**config.mk**
```make
export PLATFORM = sky130hd
export DESIGN_NAME = sprite_anim_sequencer
export DESIGN_NICKNAME = d
export VERILOG_FILES = /design/src/rtl/sprite_anim_sequencer.sv
export SDC_FILE = /design/constraint.sdc
export NUM_CORES = 1
export LEC_CHECK = 0
export BUFFER_PORTS_ARGS = -buffer_cell sky130_fd_sc_hd__buf_2
export CAP_MARGIN = 20
export CELL_PAD_IN_SITES_DETAIL_PLACEMENT = 0
export CELL_PAD_IN_SITES_GLOBAL_PLACEMENT = 2
export CORE_UTILIZATION = 34
export DETAILED_ROUTE_END_ITERATION = 8
export PLACE_DENSITY = 0.77
export REMOVE_ABC_BUFFERS = 1
export SYNTH_ARGS = -nofsm -noshare
export SYNTH_HDL_FRONTEND = slang
export SYNTH_SLANG_ARGS = --single-unit
```
**constraint.sdc**
```tcl
create_clock -name clk -period 5.7 [get_ports clk]
set_input_delay 1.425 -clock clk [delete_from_list [all_inputs] [get_ports clk]]
set_output_delay 1.425 -clock clk [all_outputs]
set_load 0.01 [all_outputs]
```
**src/rtl/sprite_anim_sequencer.sv**
```systemverilog
// Frame-rate animation sequencer for one VGA sprite: frame select, flip and visibility paced by startOfFrame.
// Optional post-animation blink is built only when SPRITE_ANIM_BLINK_EN is defined.
module sprite_anim_sequencer #(
  parameter int NUM_FRAMES  = 4,
  parameter int FRAME_HOLD  = 5,
  parameter int BLINK_COUNT = 3
) (
  input  logic                          clk,
  input  logic                          reset,
  input  logic                          startOfFrame,
  input  logic                          cmdValid,
  output logic                          cmdReady,
  input  logic                          cmdLoop,
  input  logic                          cmdStop,
  output logic [$clog2(NUM_FRAMES)-1:0] frameIndex,
  output logic                          flip,
  output logic                          visible,
  output logic                          busy,
  output logic                          done
);

  localparam int FI_W   = $clog2(NUM_FRAMES);
  localparam int HOLD_W = (FRAME_HOLD > 0) ? $clog2(FRAME_HOLD + 1) : 1;

  localparam logic [FI_W-1:0]   LAST_FRAME  = FI_W'(NUM_FRAMES - 1);
  localparam logic [HOLD_W-1:0] HOLD_RELOAD = HOLD_W'(FRAME_HOLD);

  typedef enum logic [1:0] {
    IDLE,
    PLAY,
    BLINK,
    DONE
  } state_t;

  state_t              state;
  logic [HOLD_W-1:0]   hold_cnt;
  logic                loop_mode;

`ifdef SPRITE_ANIM_BLINK_EN
  localparam int BLINK_W = (BLINK_COUNT > 0) ? $clog2(2 * BLINK_COUNT + 1) : 1;
  localparam logic [BLINK_W-1:0] BLINK_LOAD = BLINK_W'(2 * BLINK_COUNT);
  logic [BLINK_W-1:0]  blink_cnt;
`endif

  // Stop wins over a simultaneous startOfFrame; all outputs are registered alongside the state.
  always_ff @(posedge clk or posedge reset) begin
    if (reset) begin
      state      <= IDLE;
      frameIndex <= '0;
      flip       <= 1'b0;
      visible    <= 1'b1;
      busy       <= 1'b0;
      done       <= 1'b0;
      cmdReady   <= 1'b1;
      hold_cnt   <= HOLD_RELOAD;
      loop_mode  <= 1'b0;
`ifdef SPRITE_ANIM_BLINK_EN
      blink_cnt  <= '0;
`endif
    end else begin
      done <= 1'b0;
      if (cmdStop && (state == PLAY || state == BLINK)) begin
        state      <= IDLE;
        frameIndex <= '0;
        flip       <= 1'b0;
        visible    <= 1'b1;
        busy       <= 1'b0;
        cmdReady   <= 1'b1;
        hold_cnt   <= HOLD_RELOAD;
      end else begin
        case (state)
          IDLE: begin
            if (cmdValid && cmdReady) begin
              loop_mode  <= cmdLoop;
              frameIndex <= '0;
              flip       <= 1'b0;
              visible    <= 1'b1;
              hold_cnt   <= HOLD_RELOAD;
              busy       <= 1'b1;
              cmdReady   <= 1'b0;
              state      <= PLAY;
            end
          end

          PLAY: begin
            if (startOfFrame) begin
              if (hold_cnt != '0) begin
                hold_cnt <= hold_cnt - 1'b1;
              end else begin
                hold_cnt <= HOLD_RELOAD;
                if (frameIndex < LAST_FRAME) begin
                  frameIndex <= frameIndex + 1'b1;
                end else if (loop_mode) begin
                  frameIndex <= '0;
                  flip       <= ~flip;
                end else begin
`ifdef SPRITE_ANIM_BLINK_EN
                  blink_cnt <= BLINK_LOAD;
                  state     <= BLINK;
`else
                  done      <= 1'b1;
                  state     <= DONE;
`endif
                end
              end
            end
          end

`ifdef SPRITE_ANIM_BLINK_EN
          // The last toggle lands on an even count, so the sprite is left visible.
          BLINK: begin
            if (startOfFrame) begin
              visible <= ~visible;
              if (blink_cnt <= 1) begin
                blink_cnt <= '0;
                done      <= 1'b1;
                state     <= DONE;
              end else begin
                blink_cnt <= blink_cnt - 1'b1;
              end
            end
          end
`endif

          DONE: begin
            frameIndex <= '0;
            flip       <= 1'b0;
            visible    <= 1'b1;
            busy       <= 1'b0;
            cmdReady   <= 1'b1;
            state      <= IDLE;
          end

          default: begin
            frameIndex <= '0;
            flip       <= 1'b0;
            visible    <= 1'b1;
            busy       <= 1'b0;
            cmdReady   <= 1'b1;
            state      <= IDLE;
          end
        endcase
      end
    end
  end

endmodule

```
==> out/qor.yml <==
status: "finished clean"
placed_cells: 111
synth_top_family_by_area: "compound AO/OA/AOI/OAI gates"
clkLatencyLatePin_ns: 0.27
postCtsHoldBufs: 0
cp.depth: 5
hold_path_class: "register to register"
total_power_uw: 470
clock-sinks: 12
cts-resized-gates: 0
whs_ns: 0.503
synthXorXnorAreaFrac: 0
p_comb_frac: 0.545
synth_top_cell_by_area: "dfrtp_1"
ant_nets: 0
fin_area_sq_um: 815
synth_compound_area_frac: 0.188
cts_root_buf: "clkbuf_4"
ys_top_cells_by_area: "dfrtp_1 32%, dfstp_2 11%, ha_1 7.1%"
seq_area_sq_um: 304
setup_viol: 0
p_leak_nw: 0.389
chipHeight_um: 47.6
max_freq_ghz: 0.389
stdcell_count: 115
critical_path_required_ns: 5.86
layout.nets: 99
routedWlPerCell_um: 12.1
drt_first_iter_violations: 8
dpl.hpwl_um: 1050
critPathKind: "input port to register"
synth-simple-area-share: 0.182
hold_depth: 1
maxSlewHeadroom: 0.562
netlist.area_leader.share: 0.319
drtPass1Iterations: 4
powerDensity_nw_per_um2: 577
drc: 0
worst_pin_slew_ns: 0.651
synth_seq_area_share: 0.430
gr-total-overflow: 0
crit_chain: "buf_2 > a21boi_0 > and2_1 > a221oi_1 > mux2_2"
grt_use_total: 0.144
grt_max_degree: 13
internal_power_uw: 275
start_util: 0.360
clk_path_buf_depth: 2
ir_worst_vdd_mv: 0.333
hold_viol: 0
cp_num_buf_inv: 1
cp-start-kind: "input port"
multi_input_area_sq_um: 369
drv_slew: 0
p_seq_frac: 0.339
final_util: 0.415
die_w_um: 47.6
endpoint_kind: "register"
arrival_ns: 2.73
buffer_ports.inserted: 11
r2r_cells: 6
fin_ws_ns: 3.13
gp_routability_congestion: 0.693
syn_to_final_growth_pct: 15.2
p_sw_frac: 0.415
fillers: 223
cts_buffers: 3
post_route_cells_drive_above_1_share: 0.284
cap_viol_max_count: 0
rsz0062_at_grt: "no"
clkTransAtPathRegs_ns: 0.07
syn-instance-count: 74
cts_setup_buffers: 0
path_max_fanout: 6
post-place-ws_ns: 2.84
postPlaceCellArea_sq_um: 788
die_area_sq_um: 2270
core.rowCount: 16
diodes: 0
min_period_over_period: 0.451
ys_types: 29
ios: 13
syn_avg_cell_area_sq_um: 9.55
fin_skew_ns: 0.00334
crit_family: "compound AO/OA/AOI/OAI gates"
synth.cell_area_sq_um: 707
grt_pass1_vias: 463
grt_antenna_before_repair: 0
crit_slowest_cell: "mux2_2"
cpPeakStageDelay_ns: 0.39
layout_min_cycle_time_ns: 2.57
post_drt_via_cell_ratio: 4.83
grt_pass1_wl_um: 2180
synthMuxAreaShare: 0.0761
synth-seq-cells: 12
yosysWarnings: 0
totalWireLength_um: 1390
core-area_sq_um: 1960
cts_max_level: 1
clkPwrFrac: 0.116
via_count: 556
p_sw_uw: 195
tritoncts: "done"
synthAdderAreaFrac: 0.0708
tns_ns: 0
## synth_stat cells
| cell | number |
|---|---|
| conb_1 | 1 |
| a21o_2 | 1 |
| a21boi_0 | 2 |
| o21a_1 | 1 |
| dfrtp_1 | 9 |
| o22a_2 | 1 |
| a21oi_1 | 1 |
| a32o_1 | 1 |
| a22o_1 | 2 |
| dfstp_2 | 3 |
| or3_2 | 1 |
| o21ai_0 | 5 |
| a21o_1 | 1 |
| a21bo_2 | 1 |
| nand3_1 | 2 |
| and2_1 | 1 |
| mux2_2 | 3 |
| nor2b_1 | 1 |
| a22oi_1 | 1 |
| nor3_1 | 5 |
| a221oi_1 | 1 |
| ha_1 | 4 |
| nor2_1 | 4 |
| inv_1 | 7 |
| mux2i_1 | 2 |
| buf_4 | 1 |
| or4b_4 | 1 |
| or4_1 | 1 |
| nand2_1 | 10 |
## per-layer routing
metal	GRT usage	wire [um]
met3	0.0604	73
met1	0.193	693
met2	0.208	604
met5	0	0
met4	0.0500	14
## registers in the layout, summed over array words and instances, names as in the netlist
signal	cells
busy	1
cmdReady	1
done	1
flip	1
frameIndex	2
hold_cnt	3
loop_mode	1
state	2
## cell usage in the layout, fill, tap and decap left out, drive strengths merged, types with 2 or more instances in the layout
master / count
nand2: 10
ha: 4
dfrtp: 9
o21ai: 5
buf: 11
nor3: 5
dfstp: 3
nand3: 2
mux2: 3
clkbuf: 4
a21boi: 2
mux2i: 2
nor2: 4
a22o: 2
inv: 7
a21o: 2
## area by class of cell
| type | count | share of cell area |
|---|---|---|
| timing repair buffer | 11 | 0.0676 |
| clock buffer | 4 | 0.0323 |
| sequential | 12 | 0.373 |
| tap | 27 | 0.0415 |
| multi-input combinational | 54 | 0.453 |
| inverter | 7 | 0.0323 |
## worst paths after layout
path | start | end | slack, ns
min in group asynchronous | reset | hold_cnt[1] | 1.15
max | cmdStop | frameIndex[0] | 3.13
max in group asynchronous | reset | cmdReady | 4.21
min reg2reg | state[1] | state[1] | 0.50
max reg2reg | state[0] | frameIndex[0] | 3.64
min | state[1] | state[1] | 0.50
## logic make-up (layout without fill, tap and decap cells)
| group | Yosys count | count (layout) |
|---|---|---|
| muxes | 5 | 5 |
| buffers and inverters | 8 | 22 |
| adders and majority gates | 4 | 4 |
| other | 1 | 1 |
| DFF | 12 | 12 |
| AOI/OAI and AO/OA | 18 | 18 |
| and+or+nand+nor | 26 | 26 |
## power groups by stage
stage | Sequential, mW | Clock [mW] | Combinational, mW
after floorplan | 0.161 | 0 | 0.193
after global placement | 0.161 | 0 | 0.260
after detailed placement | 0.161 | 0 | 0.257
after CTS | 0.159 | 0.0578 | 0.260
after global routing | 0.166 | 0.0627 | 0.288
final | 0.159 | 0.0545 | 0.256
(Power assumes the default switching activity.)
